--- config.mk ---
export PLATFORM = sky130hd
export DESIGN_NAME = mem_port_arbiter_flat
export DESIGN_NICKNAME = d
export VERILOG_FILES = /design/src/rtl/mem_port_arbiter_if.sv /design/src/rtl/mem_port_arbiter.sv /design/src/flat_wrapper.sv
export SDC_FILE = /design/constraint.sdc
export NUM_CORES = 1
export LEC_CHECK = 0
export ABC_AREA = 1
export ABC_CLOCK_PERIOD_IN_PS = 1400
export CAP_MARGIN = 20
export CORE_ASPECT_RATIO = 1.4
export CORE_MARGIN = 3
export CORE_UTILIZATION = 35
export DETAILED_ROUTE_END_ITERATION = 7
export PLACE_DENSITY = 0.74
export SETUP_SLACK_MARGIN = 0.2
export SYNTH_ARGS = -nofsm -noshare
export SYNTH_HDL_FRONTEND = slang
export SYNTH_SLANG_ARGS = --single-unit
--- constraint.sdc ---
create_clock -name clk -period 1.4 [get_ports clk]
set_input_delay 0.14 -clock clk [delete_from_list [all_inputs] [get_ports clk]]
set_output_delay 0.14 -clock clk [all_outputs]
set_load 0.05 [all_outputs]
--- src/rtl/mem_port_arbiter_if.sv ---
// Memory-controller port bundle: command, write-data and read-data FIFO signals.
// master = arbiter side, slave = controller side.
interface mem_port_arbiter_if;
    logic        mem_cmd_en;
    logic [2:0]  mem_cmd_instr;
    logic [5:0]  mem_cmd_bl;
    logic [29:0] mem_cmd_byte_addr;
    logic        mem_cmd_full;
    logic        mem_wr_en;
    logic [3:0]  mem_wr_mask;
    logic [31:0] mem_wr_data;
    logic        mem_wr_full;
    logic        mem_wr_underrun;
    logic        mem_wr_error;
    logic        mem_rd_en;
    logic [31:0] mem_rd_data;
    logic        mem_rd_empty;
    logic        mem_rd_overflow;
    logic        mem_rd_error;

    modport master (
        output mem_cmd_en, mem_cmd_instr, mem_cmd_bl, mem_cmd_byte_addr,
        input  mem_cmd_full,
        output mem_wr_en, mem_wr_mask, mem_wr_data,
        input  mem_wr_full, mem_wr_underrun, mem_wr_error,
        output mem_rd_en,
        input  mem_rd_data, mem_rd_empty, mem_rd_overflow, mem_rd_error
    );

    modport slave (
        input  mem_cmd_en, mem_cmd_instr, mem_cmd_bl, mem_cmd_byte_addr,
        output mem_cmd_full,
        input  mem_wr_en, mem_wr_mask, mem_wr_data,
        output mem_wr_full, mem_wr_underrun, mem_wr_error,
        input  mem_rd_en,
        output mem_rd_data, mem_rd_empty, mem_rd_overflow, mem_rd_error
    );
endinterface

--- src/rtl/mem_port_arbiter.sv ---
// Two-requester arbiter onto a single-word memory controller port.
// Define MEM_ARB_ROUND_ROBIN_EN for round-robin on ties; otherwise requester 0 has fixed priority.
module mem_port_arbiter (
    input  logic                clk,
    input  logic                reset_n,
    input  logic                boot_done,
    input  logic                r0_req,
    input  logic                r0_we,
    input  logic [29:0]         r0_addr,
    input  logic [31:0]         r0_wdata,
    input  logic [3:0]          r0_be,
    output logic                r0_ack,
    output logic [31:0]         r0_rdata,
    input  logic                r1_req,
    input  logic                r1_we,
    input  logic [29:0]         r1_addr,
    input  logic [31:0]         r1_wdata,
    input  logic [3:0]          r1_be,
    output logic                r1_ack,
    output logic [31:0]         r1_rdata,
    mem_port_arbiter_if.master  mem,
    output logic                err
);
    typedef enum logic [2:0] {IDLE, WR_DATA, WR_CMD, RD_CMD, RD_WAIT, ACK} state_t;

    state_t      state_q, state_d;
    logic        gnt_q, gnt_d;
    logic [2:0]  instr_q, instr_d;
    logic [29:0] addr_q, addr_d;
    logic [31:0] wdata_q, wdata_d;
    logic [3:0]  mask_q, mask_d;
    logic        r0_ack_q, r0_ack_d, r1_ack_q, r1_ack_d;
    logic [31:0] r0_rdata_q, r0_rdata_d, r1_rdata_q, r1_rdata_d;
    logic        err_q, err_d;
    logic        cmd_en, wr_en, rd_en;
    logic        sel;
`ifdef MEM_ARB_ROUND_ROBIN_EN
    logic        last_q, last_d;
`endif

    always_comb begin
`ifdef MEM_ARB_ROUND_ROBIN_EN
        sel = (r0_req && r1_req) ? !last_q : !r0_req;
`else
        sel = !r0_req;
`endif
    end

    always_comb begin
        state_d    = state_q;
        gnt_d      = gnt_q;
        instr_d    = instr_q;
        addr_d     = addr_q;
        wdata_d    = wdata_q;
        mask_d     = mask_q;
        r0_ack_d   = 1'b0;
        r1_ack_d   = 1'b0;
        r0_rdata_d = r0_rdata_q;
        r1_rdata_d = r1_rdata_q;
        cmd_en     = 1'b0;
        wr_en      = 1'b0;
        rd_en      = 1'b0;
        err_d      = err_q | mem.mem_wr_underrun | mem.mem_wr_error |
                     mem.mem_rd_overflow | mem.mem_rd_error;
`ifdef MEM_ARB_ROUND_ROBIN_EN
        last_d     = last_q;
`endif
        case (state_q)
            IDLE: begin
                // Stale read words are drained before any new grant.
                if (!mem.mem_rd_empty) begin
                    rd_en = 1'b1;
                end else if (boot_done && (r0_req || r1_req)) begin
                    gnt_d   = sel;
                    addr_d  = sel ? {r1_addr[29:2], 2'b00} : {r0_addr[29:2], 2'b00};
                    wdata_d = sel ? r1_wdata : r0_wdata;
                    mask_d  = sel ? ~r1_be : ~r0_be;
                    instr_d = (sel ? r1_we : r0_we) ? 3'b000 : 3'b001;
                    state_d = (sel ? r1_we : r0_we) ? WR_DATA : RD_CMD;
                end
            end
            WR_DATA: begin
                wr_en = !mem.mem_wr_full;
                if (wr_en) state_d = WR_CMD;
            end
            WR_CMD, RD_CMD: begin
                cmd_en = !mem.mem_cmd_full;
                if (cmd_en) begin
                    if (state_q == RD_CMD) begin
                        state_d = RD_WAIT;
                    end else begin
                        state_d  = ACK;
                        r0_ack_d = !gnt_q;
                        r1_ack_d = gnt_q;
                    end
                end
            end
            RD_WAIT: begin
                rd_en = !mem.mem_rd_empty;
                if (rd_en) begin
                    state_d  = ACK;
                    r0_ack_d = !gnt_q;
                    r1_ack_d = gnt_q;
                    if (gnt_q) r1_rdata_d = mem.mem_rd_data;
                    else       r0_rdata_d = mem.mem_rd_data;
                end
            end
            ACK: begin
`ifdef MEM_ARB_ROUND_ROBIN_EN
                last_d = gnt_q;
`endif
                state_d = IDLE;
            end
            default: state_d = IDLE;
        endcase
    end

    always_ff @(posedge clk or negedge reset_n) begin
        if (!reset_n) begin
            state_q    <= IDLE;
            gnt_q      <= 1'b0;
            instr_q    <= '0;
            addr_q     <= '0;
            wdata_q    <= '0;
            mask_q     <= '0;
            r0_ack_q   <= 1'b0;
            r1_ack_q   <= 1'b0;
            r0_rdata_q <= '0;
            r1_rdata_q <= '0;
            err_q      <= 1'b0;
`ifdef MEM_ARB_ROUND_ROBIN_EN
            last_q     <= 1'b1;
`endif
        end else begin
            state_q    <= state_d;
            gnt_q      <= gnt_d;
            instr_q    <= instr_d;
            addr_q     <= addr_d;
            wdata_q    <= wdata_d;
            mask_q     <= mask_d;
            r0_ack_q   <= r0_ack_d;
            r1_ack_q   <= r1_ack_d;
            r0_rdata_q <= r0_rdata_d;
            r1_rdata_q <= r1_rdata_d;
            err_q      <= err_d;
`ifdef MEM_ARB_ROUND_ROBIN_EN
            last_q     <= last_d;
`endif
        end
    end

    assign mem.mem_cmd_en        = cmd_en;
    assign mem.mem_cmd_instr     = instr_q;
    assign mem.mem_cmd_bl        = '0;
    assign mem.mem_cmd_byte_addr = addr_q;
    assign mem.mem_wr_en         = wr_en;
    assign mem.mem_wr_mask       = mask_q;
    assign mem.mem_wr_data       = wdata_q;
    assign mem.mem_rd_en         = rd_en;
    assign r0_ack                = r0_ack_q;
    assign r1_ack                = r1_ack_q;
    assign r0_rdata              = r0_rdata_q;
    assign r1_rdata              = r1_rdata_q;
    assign err                   = err_q;
endmodule

--- src/flat_wrapper.sv ---
// flat-port wrapper written by rule: the top's interface ports become plain ports
module mem_port_arbiter_flat 
  (clk, reset_n, boot_done, r0_req, r0_we, r0_addr, r0_wdata, r0_be, r0_ack, r0_rdata, r1_req, r1_we, r1_addr, r1_wdata, r1_be, r1_ack, r1_rdata, err, mem_mem_cmd_en, mem_mem_cmd_instr, mem_mem_cmd_bl, mem_mem_cmd_byte_addr, mem_mem_cmd_full, mem_mem_wr_en, mem_mem_wr_mask, mem_mem_wr_data, mem_mem_wr_full, mem_mem_wr_underrun, mem_mem_wr_error, mem_mem_rd_en, mem_mem_rd_data, mem_mem_rd_empty, mem_mem_rd_overflow, mem_mem_rd_error);
  mem_port_arbiter_if mem_i ();
  input  logic clk;
  input  logic reset_n;
  input  logic boot_done;
  input  logic r0_req;
  input  logic r0_we;
  input  logic [29:0] r0_addr;
  input  logic [31:0] r0_wdata;
  input  logic [3:0] r0_be;
  output logic r0_ack;
  output logic [31:0] r0_rdata;
  input  logic r1_req;
  input  logic r1_we;
  input  logic [29:0] r1_addr;
  input  logic [31:0] r1_wdata;
  input  logic [3:0] r1_be;
  output logic r1_ack;
  output logic [31:0] r1_rdata;
  output logic err;
  output wire logic [$bits(mem_i.mem_cmd_en)-1:0] mem_mem_cmd_en;
  output wire logic [$bits(mem_i.mem_cmd_instr)-1:0] mem_mem_cmd_instr;
  output wire logic [$bits(mem_i.mem_cmd_bl)-1:0] mem_mem_cmd_bl;
  output wire logic [$bits(mem_i.mem_cmd_byte_addr)-1:0] mem_mem_cmd_byte_addr;
  input wire logic [$bits(mem_i.mem_cmd_full)-1:0] mem_mem_cmd_full;
  output wire logic [$bits(mem_i.mem_wr_en)-1:0] mem_mem_wr_en;
  output wire logic [$bits(mem_i.mem_wr_mask)-1:0] mem_mem_wr_mask;
  output wire logic [$bits(mem_i.mem_wr_data)-1:0] mem_mem_wr_data;
  input wire logic [$bits(mem_i.mem_wr_full)-1:0] mem_mem_wr_full;
  input wire logic [$bits(mem_i.mem_wr_underrun)-1:0] mem_mem_wr_underrun;
  input wire logic [$bits(mem_i.mem_wr_error)-1:0] mem_mem_wr_error;
  output wire logic [$bits(mem_i.mem_rd_en)-1:0] mem_mem_rd_en;
  input wire logic [$bits(mem_i.mem_rd_data)-1:0] mem_mem_rd_data;
  input wire logic [$bits(mem_i.mem_rd_empty)-1:0] mem_mem_rd_empty;
  input wire logic [$bits(mem_i.mem_rd_overflow)-1:0] mem_mem_rd_overflow;
  input wire logic [$bits(mem_i.mem_rd_error)-1:0] mem_mem_rd_error;
  assign mem_mem_cmd_en = mem_i.mem_cmd_en;
  assign mem_mem_cmd_instr = mem_i.mem_cmd_instr;
  assign mem_mem_cmd_bl = mem_i.mem_cmd_bl;
  assign mem_mem_cmd_byte_addr = mem_i.mem_cmd_byte_addr;
  assign mem_i.mem_cmd_full = mem_mem_cmd_full;
  assign mem_mem_wr_en = mem_i.mem_wr_en;
  assign mem_mem_wr_mask = mem_i.mem_wr_mask;
  assign mem_mem_wr_data = mem_i.mem_wr_data;
  assign mem_i.mem_wr_full = mem_mem_wr_full;
  assign mem_i.mem_wr_underrun = mem_mem_wr_underrun;
  assign mem_i.mem_wr_error = mem_mem_wr_error;
  assign mem_mem_rd_en = mem_i.mem_rd_en;
  assign mem_i.mem_rd_data = mem_mem_rd_data;
  assign mem_i.mem_rd_empty = mem_mem_rd_empty;
  assign mem_i.mem_rd_overflow = mem_mem_rd_overflow;
  assign mem_i.mem_rd_error = mem_mem_rd_error;
  mem_port_arbiter u_core (.clk(clk), .reset_n(reset_n), .boot_done(boot_done), .r0_req(r0_req), .r0_we(r0_we), .r0_addr(r0_addr), .r0_wdata(r0_wdata), .r0_be(r0_be), .r0_ack(r0_ack), .r0_rdata(r0_rdata), .r1_req(r1_req), .r1_we(r1_we), .r1_addr(r1_addr), .r1_wdata(r1_wdata), .r1_be(r1_be), .r1_ack(r1_ack), .r1_rdata(r1_rdata), .mem(mem_i), .err(err));
endmodule
==> results of run 1 <==
==> logic make-up (layout without fill, tap and decap cells) <==
group | count (synthesis) | after routing | synth area share, %
other | 1 | 10 | 0.0597
AND/OR/NAND/NOR | 292 | 293 | 18.0
flip-flops | 136 | 136 | 54.2
AO/OA/AOI/OAI | 73 | 73 | 8.44
multiplexers | 64 | 64 | 11.5
buffers and inverters | 85 | 432 | 7.89
==> area by class of cell <==
class | count | area [sq um]
Fill cell | 1444 | 6470
Timing Repair Buffer | 360 | 3940
Sequential cell | 136 | 3410
Multi-Input combinational cell | 440 | 2620
Clock buffer | 18 | 439
Tap cell | 236 | 295
Inverter | 40 | 170
Clock inverter | 14 | 131
==> how the worst min path moves through the flow <==
| stage | cells past startpoint | endpoint | slack, ns | from |
|---|---|---|---|---|
| finish | 3 | u_core.gnt_q$_DFFE_PN0P_ | 0.12 | r0_req |
| global route | 3 | u_core.gnt_q$_DFFE_PN0P_ | 0.13 | r0_req |
| CTS | 3 | u_core.gnt_q$_DFFE_PN0P_ | 0.11 | r0_req |
| detailed placement | 1 | u_core.r0_rdata[5]$_DFFE_PN0P_ | 0.10 | reset_n |
| global placement | 1 | u_core.r0_rdata[5]$_DFFE_PN0P_ | 0.10 | reset_n |
| floorplan | 0 | u_core.err$_DFF_PN0_ | -0.16 | reset_n |
==> per-stage QoR <==
stage	TNS, ns	setup WS (ns)
after floorplan	0	0.0866
after global placement	-9.35	-0.131
after detailed placement	-10.47	-0.151
after CTS	-1.56	-0.136
after global routing	-20.49	-0.200
final	-8.59	-0.117
==> power breakdown <==
group / switching [mW] / internal, mW / leakage (nW)
registers: 1.24 / 5.61 / 1.72
logic: 8.94 / 5.39 / 3.37
clock network: 1.88 / 2.39 / 0.271
total: 12.1 / 13.4 / 5.37
==> worst reg2reg max path: cells and delay by family (launching register included) <==
kind                   cells  cell delay (ns)
flip-flops                 1             0.39
AND/OR/NAND/NOR            5             0.59
AO/OA/AOI/OAI              1             0.05
buffers and inverters      2             0.37
==> timing repair <==
item	in CTS	in global routing
setup buffers	9	5
gates resized for setup	39	44
hold buffers	1	0
endpoints found under the hold margin	79	0
pin swaps	2	6
setup endpoints to repair	133	141
gates cloned	2	11
==> state kept, by name, indices dropped and copies added, names as in the netlist <==
| name | flops |
|---|---|
| u_core.r1_rdata | 32 |
| u_core.r0_rdata | 32 |
| u_core.gnt_q | 1 |
| u_core.mem.mem_wr_mask | 4 |
| u_core.mem.mem_cmd_byte_addr | 28 |
| u_core.r0_ack | 1 |
| u_core.err | 1 |
| u_core.mem.mem_wr_data | 32 |
| u_core.r1_ack | 1 |
| u_core.mem.mem_cmd_instr | 1 |
| u_core.state_q | 3 |
==> synthesized netlist by cell type <==
master	n	area, sq um
nand3_1	8	40.0
buf_4	16	120
nand2_1	267	1000
a21oi_1	1	5.00
buf_2	15	75.1
nand2_2	4	25.0
inv_2	2	7.51
mux2_2	63	709
o21ai_1	20	100
nor2_4	1	11.3
conb_1	1	3.75
mux2_1	1	11.3
inv_1	38	143
o21ai_2	44	385
clkbuf_1	1	3.75
buf_6	13	146
o21ai_0	8	40.0
nor2_2	1	6.26
nor3_1	2	10.0
dfrtp_1	136	3400
nor2_1	9	33.8
==> per-layer routing <==
| metal | up-vias | routed length [um] | global-route usage [%] |
|---|---|---|---|
| met5 | - | 0 | 0 |
| met4 | 0 | 313 | 6.85 |
| met3 | 21 | 1490 | 6.00 |
| met2 | 248 | 10800 | 35.2 |
| met1 | 2692 | 7600 | 20.7 |
| li1 | 2740 | - | - |
==> reports/qor.txt, run 1 <==
status -> finished with violations
failing checks -> negative setup slack
CP Buf/Inv Count -> 2
Req. time, crit path -> 1.26 ns
Top Family by Delay on Critical Path -> flip-flops
Slew Viols, Final -> 0
H-tree depth -> 4
count of cell types in the netlist -> 21
Antenna Nets Post-Route -> 0
Worst Setup SP -> u_core.state_q[1]$_DFFE_PN0P_
final hold vios -> 0
grt ovf -> 0
largest net degree at the start of global routing -> 64
R2R Path Start -> u_core.state_q[1]$_DFFE_PN0P_
WS Path Type -> register to output port
DR DRC count -> 0
r2r setup slk -> -0.11 ns
Nets -> 1173
setup ws final -> -0.117 ns
Achievable Freq -> 0.659 GHz
Initial DRT Pass Iterations -> 4
first-pass GRT wire length -> 29600 um
syn avg cell area -> 9.65 sq um
Clk pin slew, worst setup/hold paths -> 0.06 ns
Cell Count Post-Placement -> 1184
WP depth -> 5
register area share after synthesis -> 54.2%
worst-path cell chain -> buf_6 > nor2_4 > nand2_4 > nor2_4 > buf_12
clock skew -> 0.0150 ns
total track usage -> 19.2%
Finished Layout Cells -> 1244
final worst-path cycle share -> 108%
critical-path maximum fanout -> 4
Gate Count Post-Synth -> 651
Port Buffers -> 308
die span in y -> 165 um
PwrDens -> 2310 nW/um^2
layout cell share with drive strength beyond 1 -> 38.0%
P&R area growth vs syn -> 75.1%
Post-DP HPWL -> 13800 um
vias in the first global route -> 5771
RSZ-0062 raised after global routing -> yes
Avg Vias per Cell -> 4.58
maximum VDD drop -> 1.28 mV
slowest cell on the critical path -> dfrtp_1
slowest cell delay on critical path -> 0.39 ns
HP Class -> primary input to register
final setup violation count -> 133
Vias -> 5701
Crit path top cell by count -> nor2_4
routed length per instance -> 16.2 um
Startpoint Class -> register
synthesized area -> 6280 sq um
cell area after layout -> 11000 sq um
core box area -> 17500 sq um
Critical Path End -> mem_mem_wr_en
most common cell after layout, fill and taps aside -> nand2_1
DIE WIDTH -> 119 um
Reg-to-Reg End -> u_core.r1_rdata[21]$_DFFE_PN0P_
leak pwr -> 5.37 nW
critical path arrival -> 1.38 ns
Antenna Cells -> 0
# rows -> 57
commonest cells after routing, fill and taps aside -> nand2_1, clkdlybuf4s50_1, dfrtp_1, buf_4, mux2_2
initial antenna violation count -> 0
clock sink count -> 136
Crit. End Element -> output port
Initial Util -> 36.0%
WHS -> 0.125 ns
final core utilization -> 63.0%
Routability Congestion -> 0.765
Seq cells post-synth -> 136
die area -> 19600 sq um
root buffer cell -> clkbuf_16
Placement Cell Area -> 9760 sq um
Final min period -> 1.52 ns
CTS tree -> yes
clk_lat worst skew -> 0.42 ns
WL final -> 20200 um
Reg2Reg Depth -> 8
drt first-iter violations -> 235
top-level I/O count -> 323
Ys Warns -> 0
maximum clock path buffer count -> 2
total of max-cap violations -> 0
total CTS buffers -> 17
Tot Pwr -> 25.4 mW
No activity file was read; power rests on OpenSTA's default activity.
==> run 2, diff against run 1 <==
GPL_TIMING_DRIVEN = 0   (was default)
==> run 2 against run 1 <==
Compared with the run above:
- the run still ends with negative setup slack left
- design area increased by 3.3%
- utilization rose by 2.1 points
- non-clock buffer count grew 24
- flip-flop and latch count is the same
- worst setup slack better by 0.038 ns
- die area did not move
- global-route usage grew 0.49 points
- critical path depth is 3 higher
- first-iteration DRC count up 12%
- sequential share of layout area is 0.97 points lower
- critical endpoint is now u_core.r0_rdata[10]$_DFFE_PN0P_
==> reports/qor.txt, run 2 (synthesis results as in run 1) <==
critical-path maximum fanout -> 10
clock skew -> 0.0115 ns
WHS Path Cells -> 3
commonest cells after routing, fill and taps aside -> clkdlybuf4s50_1, nand2_1, dfrtp_1, nand2_2, buf_4
Reg2Reg Depth -> 8
leak pwr -> 5.64 nW
drt first-iter violations -> 264
worst hold start -> mem_mem_rd_empty
total of max-cap violations -> 0
DIE WIDTH -> 119 um
root buffer cell -> clkbuf_16
RSZ-0062 raised after global routing -> yes
first-pass GRT wire length -> 30100 um
Clk pin slew, worst setup/hold paths -> 0.06 ns
final setup violation count -> 94
WS Path Type -> register to register
Top Metal Used -> met4
Hold Crit Endpoint -> u_core.state_q[2]$_DFFE_PN0P_
Slew Viols, Final -> 0
setup ws final -> -0.0793 ns
worst-path cell chain -> nor2_4 > nand2_2 > nor2_4 > nand2_2 > buf_8 > buf_6 > nand2_1 > o21ai_1
Crit. End Element -> register
Initial DRT Pass Iterations -> 5
Met1 Routed Length -> 7510 um
slowest cell on the critical path -> dfrtp_2
Top Family by Delay on Critical Path -> simple AND/OR/NAND/NOR gates
final core utilization -> 65.0%
WL final -> 20700 um
Nets -> 1200
routed length per instance -> 16.3 um
total CTS buffers -> 17
Vias -> 5799
H-tree depth -> 4
Worst Tran Pin Value -> 0.569 ns
critical path arrival -> 1.78 ns
wire length on met2 -> 11200 um
maximum clock path buffer count -> 2
largest net degree at the start of global routing -> 70
HP Class -> primary input to register
P&R area growth vs syn -> 80.8%
DR DRC count -> 0
cell area after layout -> 11400 sq um
grt ovf -> 0
vias in the first global route -> 5691
r2r setup slk -> -0.08 ns
Port Buffers -> 307
Startpoint Class -> register
Post-DP HPWL -> 14600 um
Reg-to-Reg End -> u_core.r0_rdata[10]$_DFFE_PN0P_
maximum VDD drop -> 1.22 mV
Antenna Nets Post-Route -> 0
Avg Vias per Cell -> 4.56
Routability Congestion -> 0.777
Place WS -> -0.465 ns
status -> finished with violations
R2R Path Start -> u_core.state_q[1]$_DFFE_PN0P_
most common cell after layout, fill and taps aside -> clkdlybuf4s50_1
die area -> 19600 sq um
CTS tree -> yes
Placement Cell Area -> 9820 sq um
Achievable Freq -> 0.676 GHz
top-level I/O count -> 323
WL met3 -> 1580 um
Final min period -> 1.48 ns
CP Buf/Inv Count -> 2
Initial Util -> 36.0%
clock sink count -> 136
slowest cell delay on critical path -> 0.47 ns
slew margin rel. -> 62.1%
clk_lat worst skew -> 0.42 ns
core box area -> 17500 sq um
die span in y -> 165 um
final hold vios -> 0
Antenna Cells -> 0
layout cell share with drive strength beyond 1 -> 49.6%
failing checks -> negative setup slack
PwrDens -> 2230 nW/um^2
total track usage -> 19.7%
initial antenna violation count -> 0
Req. time, crit path -> 1.70 ns
final worst-path cycle share -> 106%
# rows -> 57
-- run 2: cell types whose count changed in the layout (fill, tap and decap cells not counted), moves of 3 or more --
cell and change:
buf_12 -38, buf_4 -27, o21ai_1 +4, buf_2 +14
bufinv_16 +3, buf_8 +16, clkbuf_4 +54, nand2_4 +26
nand2_2 +75, clkbuf_16 +5, nand2_1 -101
-- run 2: repair_timing --
item / 4_1_cts / 5_1_grt
hold endpoints to repair: 67 / 0
hold buffers: 1 / 0
cloned: 0 / 16
gates resized for setup: 747 / 316
pin swaps: 0 / 54
endpoints found under the setup margin: 268 / 241
buffers inserted: 5 / 13
-- run 2: area by class of cell --
type,instances,area [sq um]
Buffer,45,526
Tap cell,236,295
Timing Repair inverter,2,32.5
Clock buffer,18,439
Clock inverter,14,186
Sequential cell,136,3410
Timing Repair Buffer,339,3280
Inverter,40,171
Fill cell,1420,6110
Multi-Input combinational cell,441,3020
-- run 2: worst max-delay path by stage --
stage / depth (start not counted) / start / endpoint
5_1_grt: 8 / u_core.state_q[1]$_DFFE_PN0P_ / u_core.r0_rdata[10]$_DFFE_PN0P_
6_report: 8 / u_core.state_q[1]$_DFFE_PN0P_ / u_core.r0_rdata[10]$_DFFE_PN0P_
3_3_place_gp: 1 / reset_n / u_core.mem.mem_wr_data[4]$_DFFE_PN0P_
3_5_place_dp: 8 / mem_mem_rd_empty / u_core.mem.mem_cmd_byte_addr[10]$_DFFE_PN0P_
2_1_floorplan: 8 / u_core.state_q[1]$_DFFE_PN0P_ / u_core.r0_rdata[24]$_DFFE_PN0P_
4_1_cts: 4 / u_core.state_q[1]$_DFFE_PN0P_ / mem_mem_wr_en
-- run 2: through the flow --
stage	power [mW]	hold WS, ns	setup TNS [ns]	cells
2_1_floorplan	14.8	-0.156	0	660
3_3_place_gp	19.5	0.455	-757.59	1203
3_5_place_dp	19.6	0.191	-30.57	1204
4_1_cts	23.5	0.271	-0.520	1242
5_1_grt	26.6	0.123	-13.46	1271
6_report	25.3	0.127	-3.93	1271
-- run 2: routing by layer --
layer	GRT usage [%]	up-vias
met2	34.9	255
met5	0	-
li1	-	2799
met1	22.0	2716
met4	7.06	0
met3	6.58	29
-- run 2: worst min-delay path: stages --
cell and delay (ns):
dlymetal6s2s_1 0.20, nand3_2 0.11, nand2_1 0.05
-- run 2: where the power goes --
group          switching (mW)  internal [mW]  leakage [nW]
sequential               1.13           5.61          1.72
combinational            9.14           4.70          3.62
clock                    1.84           2.90         0.294
total                    12.1           13.2          5.64
==> RTL change 1: new RTL, config.mk and constraints of run 2 <==
Reset style: synchronous (`reset_n`), changed in one clocked block.
--- a/src/rtl/mem_port_arbiter.sv
+++ b/src/rtl/mem_port_arbiter.sv
@@ -115,7 +115,7 @@
         endcase
     end
 
-    always_ff @(posedge clk or negedge reset_n) begin
+    always_ff @(posedge clk) begin
         if (!reset_n) begin
             state_q    <= IDLE;
             gnt_q      <= 1'b0;
Function: differs if reset_n is asserted again (counterexample within 4 cycles, from zero or initial values and one cycle with reset_n low); with reset_n held inactive, the same outputs for 4 cycles.
==> RTL change 1 against run 2 <==
The flow still finishes with violations (setup timing); count of clock-buffer cells in the layout is the same; hold slack gained 0.11 ns; setup slack gained 0.027 ns; critical path depth shrank 4; highest routed layer unchanged; final cell count grew 14%; design area shrank 6.7%; largest cell class unchanged; area after synthesis shrank 3.1%; critical endpoint is now mem_mem_cmd_en; utilization shrank 2.3 points; wire length grew 16%; sequential cell count is the same; clock skew grew 0.0066 ns; fmax grew 1.9%; register-to-register slack gained 0.04 ns.
Power is not compared: it rests on default switching activity, and its combinational part moved more than twofold at a synthesized area within 25%.
==> RTL change 1: results (changes against run 2) <==
| Metric | Value |
|---|---|
| Vias in the first global route | 6751 (+19%) |
| Initial antenna violation count | 0 (unchanged) |
| # fillers | 1498 (+5.5%) |
| Global-route wire length before repair | 35.52 mm (+18%) |
| Share of layout cells above drive strength 1 | 33.42% (-16 points) |
| Pre-CTS setup slack | -0.5604 ns (-0.09577 ns) |
| Hold Crit Class | in -> reg |
| Run status | complete, but fails checks |
| Yosys warns | 0 (unchanged) |
| Total number of vias | 6957 (+20%) |
| CTS clk-pin slew, worst paths | 0.06 ns (about the same) |
| Gr usage total | 23.13% (+3.5 points) |
| Clock Path Buffers | 2 (unchanged) |
| Asr flop ratio synth | 0% (-100 points) |
| WL final | 24.03 mm (+16%) |
| Root Buffer | clkbuf_16 |
| Register area share after synthesis | 44.72% (-9.5 points) |
| Final nets | 1386 (+16%) |
| Mean Syn Cell Area | 7.163 sq um (-26%) |
| Relative slew slack | 44.46% (-18 points) |
| Initial drt markers | 347 (+31%) |
| Most frequent cells after synthesis | nand2_1 (275), dfxtp_1 (136), a21oi_1 (122) |
| Worst-Skew Late Latency | 0.42 ns (about the same) |
| Synth cell types | 24 (+14%) |
| Layout Cells excl Fill | 1453 (+14%) |
| DP Area | 0.009523 sq mm (-3.0%) |
| Hpwl dp | 17.08 mm (+17%) |
| Drt pass-1 iters | 4 (-1) |
| Cts bufs inserted | 17 (unchanged) |
| Clk_skew | 0.01808 ns (+0.006622 ns) |
| PnR worst setup slack | -0.05236 ns (+0.02695 ns) |
| R2R Setup Slk | -0.04 ns (+0.04 ns) |
| ANT cells | 0 (unchanged) |
| Pin count of the biggest net entering global routing | 17 (-76%) |
| H-tree depth | 4 (unchanged) |
| # setup viols final | 7 (-93%) |
| Leakage Power | 0.004525 uW |
| Max VDD drop | 758.9 uV |
| Drt drc | 0 (unchanged) |
| GP Congestion | 0.8482 (+9.1%) |
| Crit path max fanout | 4 (-6) |
| Area contributors post-synth | dfxtp_1 (45%), nand2_1 (17%), a21oi_1 (10%), nand3_1 (8.3%), buf_6 (3.0%) |
| Failing checks | setup timing |
| I/O Buffers | 307 (unchanged) |
| Placed cells | 1398 (+16%) |
| Final Util | 62.76% (-2.3 points) |
[RTL change 1: worst max-delay path, stage by stage (launching register included)]
cell and delay, ns:
dfxtp_4 0.37, inv_4 0.08, nand2_2 0.09, nor2_4 0.18
buf_8 0.18
[RTL change 1: final cells by class]
type / instances / share of cell area, %
inverters: 44 / 1.688
multi-input cells: 604 / 31.55
flip-flops and latches: 136 / 25.81
clock buffers: 18 / 4.144
well taps: 232 / 2.739
repair buffers: 330 / 26.59
clock inverters: 14 / 1.417
plain buffers: 75 / 6.068
[RTL change 1: what timing repair did]
action	in CTS	in global routing
pin swaps	44	40
gates resized for setup	859	97
endpoints found under the setup margin	270	194
cloned	4	4
buffers inserted	14	1
[RTL change 1: worst paths after layout]
kind / start / to / depth (start not counted)
setup / recovery: u_core.state_q[2] / mem_mem_cmd_en / 4
hold / removal: r0_req / u_core.mem.mem_cmd_instr[0] / 5
setup reg to reg: u_core.state_q[0] / u_core.r1_rdata[4] / 8
hold reg to reg: u_core.r1_rdata[15] / u_core.r1_rdata[15] / 2
[RTL change 1: power breakdown]
group	switching, uW	total (uW)	internal [uW]
sequential	283	4500	4210
clock	1920	4490	2570
combinational	3580	5910	2330
[RTL change 1: logic make-up after synthesis]
group	after synthesis	synth area share, %
flops	136	44.72
other cells	1	0.06159
mux	4	0.6577
compound gates	171	14.67
buf+inv	119	10.89
simple gates	419	29.00
[RTL change 1: per-stage QoR]
step / hold WS, ns / total power (uW) / setup TNS (ns)
floorplan: 0.2702 / 7703 / -0.9236
global placement: 0.4316 / 9433 / -47.67
detailed placement: 0.4355 / 9475 / -50.84
CTS: 0.2335 / 14750 / -0.01833
global route: 0.2860 / 15550 / -1.263
finish: 0.2332 / 14900 / -0.1478
[RTL change 1: per-layer routing]
metal | vias to the layer above | track usage [%] | routed length, um
li1 | 3457 | - | -
met1 | 3224 | 23.85 | 8790
met2 | 245 | 45.03 | 13230
met3 | 31 | 6.270 | 1462
met4 | 0 | 7.573 | 543
met5 | - | 0 | 0
==> RTL change 2: new RTL, settings of run 2 <==
Made on the original files. Build with the macro `MEM_ARB_ROUND_ROBIN_EN` defined.
--- a/src/rtl/mem_port_arbiter.sv
+++ b/src/rtl/mem_port_arbiter.sv
@@ -1,5 +1,7 @@
 // Two-requester arbiter onto a single-word memory controller port.
 // Define MEM_ARB_ROUND_ROBIN_EN for round-robin on ties; otherwise requester 0 has fixed priority.
+`define MEM_ARB_ROUND_ROBIN_EN
+
 module mem_port_arbiter (
     input  logic                clk,
     input  logic                reset_n,
Function: changed (a bounded check fails within 10 cycles, from zero or initial values and one cycle with reset_n low).
==> RTL change 2 against run 2 <==
The flow still finishes with violations (setup timing); utilization is 5.9 points lower; setup slack worse by 0.068 ns; die area is 3.2% lower; area after synthesis is 3.4% lower; via count is 2.1% higher; sequential power is 0.7% lower; first-iteration DRC count is 24% lower; wire length is 1.1% higher; sequential cell count is 1 higher; design area is 12% lower; total power is 4.9% lower; clock power is 1% higher; critical endpoint is now mem_mem_cmd_en.
==> RTL change 2: results (changes against run 2) <==
| Metric | Value |
|---|---|
| Run status | complete, but fails checks |
| Failing checks | setup timing |
| WL final | 20.96 mm (+1.1%) |
| Area contributors post-synth | dfrtp_1 (56%), nand2_1 (10%), o21ai_1 (8.7%), o21ai_0 (4.9%), nor2_1 (4.3%) |
| Max VDD drop | 1271 uV (+3.9%) |
| Root Buffer | clkbuf_16 |
| Clk_skew | 0.008532 ns (-0.002922 ns) |
| Worst-Skew Late Latency | 0.40 ns (-0.02 ns) |
| R2R Setup Slk | -0.13 ns (-0.05 ns) |
| Hold_ws | 0.2934 ns (+0.1666 ns) |
| DR WL/cell | 16.40 um (+0.56%) |
| Crit path DAT | 1.41 ns (-0.37 ns) |
| H-tree depth | 4 (unchanged) |
| PnR worst setup slack | -0.1470 ns (-0.06772 ns) |
| Asr flop ratio synth | 100.0% (unchanged) |
| Cts bufs inserted | 17 (unchanged) |
| Initial antenna violation count | 0 (unchanged) |
| Gr usage total | 21.95% (+2.3 points) |
| CTS clk-pin slew, worst paths | 0.06 ns (about the same) |
| # setup viols final | 125 (+33%) |
| Drt pass-1 iters | 5 (unchanged) |
| Clock Path Buffers | 2 (unchanged) |
| Pin count of the biggest net entering global routing | 70 (unchanged) |
| Setup TNS | -9.772 ns (-5.838 ns) |
| Crit path max fanout | 5 (-5) |
| I/O Buffers | 308 (+0.33%) |
| Share of layout cells above drive strength 1 | 30.02% (-20 points) |
| Leakage Power | 0.004916 uW (-13%) |
| Vias in the first global route | 6234 (+9.5%) |
| Hpwl dp | 15.72 mm (+7.7%) |
| Number of synthesized flops with an enable pin | 0 (unchanged) |
| Synth cell types | 24 (+14%) |
| ANT cells | 0 (unchanged) |
| # fillers | 1537 (+8.2%) |
| GP Congestion | 0.8322 (+7.1%) |
| DR vias/cell | 4.635 (+1.6%) |
| DP Area | 0.009597 sq mm (-2.3%) |
| Placed cells | 1232 (+2.3%) |
| Most frequent cells after synthesis | nand2_1 (166), dfrtp_1 (136), o21ai_1 (106) |
| Mean Syn Cell Area | 8.900 sq um (-7.8%) |
| Relative slew slack | 60.47% (-1.6 points) |
| Initial drt markers | 201 (-24%) |
| R2R cell count | 8 (unchanged) |
| Top_reg_cell synth | dfrtp_1 |
| Register area share after synthesis | 56.50% (+2.3 points) |
| Global-route wire length before repair | 32.22 mm (+7.1%) |
-- RTL change 2: critical path, cell delays in order (launching register included) --
cell,delay (ns)
dfrtp_2,0.48
inv_2,0.10
nor2_4,0.11
inv_2,0.07
nor2_4,0.09
buf_8,0.15
-- RTL change 2: metal layers --
layer | vias to the layer above | GRT usage, % | share of wire [%]
met1 | 2718 | 22.67 | 35
met5 | - | 0 | 0
li1 | 2885 | - | -
met4 | 0 | 11.42 | 4.5
met3 | 49 | 6.709 | 8.6
met2 | 271 | 38.93 | 52
-- RTL change 2: worst paths after layout --
kind / startpoint / to
setup / recovery: u_core.state_q[1] / mem_mem_cmd_en
hold / removal: mem_mem_rd_empty / u_core.state_q[2]
setup reg to reg: u_core.state_q[1] / u_core.mem.mem_wr_data[17]
hold reg to reg: u_core.mem.mem_wr_mask[3] / u_core.mem.mem_wr_mask[3]
max in group asynchronous: reset_n / u_core.mem.mem_wr_data[15]
min in group asynchronous: reset_n / u_core.r0_rdata[5]
-- RTL change 2: area by class of cell --
class	count	share of cell area, %
timing repair buffer	322	26.59
clock buffer	19	4.535
timing repair inverter	1	0.03758
multi-input combinational	456	22.62
sequential	137	34.36
clock inverter	13	1.791
buffer	52	5.349
tap	232	2.906
inverter	46	1.804
-- RTL change 2: repair_timing --
| item | CTS | global route |
|---|---|---|
| setup buffers | 8 | 1 |
| endpoints found under the hold margin | 67 | 0 |
| gates resized for setup | 759 | 36 |
| endpoints found under the setup margin | 269 | 262 |
| hold buffers | 1 | 0 |
| gates cloned | 4 | 0 |
| pin swaps | 2 | 6 |
-- RTL change 2: where the power goes --
group          internal (uW)  switching, uW  total [uW]
sequential              5700            992        6690
clock                   2960           1840        4800
combinational           3450           9120       12600
-- RTL change 2: metrics by stage --
step | worst slack [ns] | util [%] | total power (uW)
after floorplan | 0.08166 | - | 15280
after global placement | -5.997 | 56.66 | 20100
after detailed placement | -0.5338 | 56.83 | 20240
after CTS | -0.1421 | 58.54 | 24020
after global routing | -0.2087 | 59.15 | 25310
final | -0.1470 | 59.15 | 24060
-- RTL change 2: cell families (layout without fill, tap and decap cells) --
group / Yosys count / in the layout / synth area share (%)
compound gates: 189 / 189 / 16.94
buf+inv: 98 / 453 / 9.627
flops: 137 / 137 / 56.50
other cells: 1 / 10 / 0.06178
simple gates: 257 / 257 / 16.86
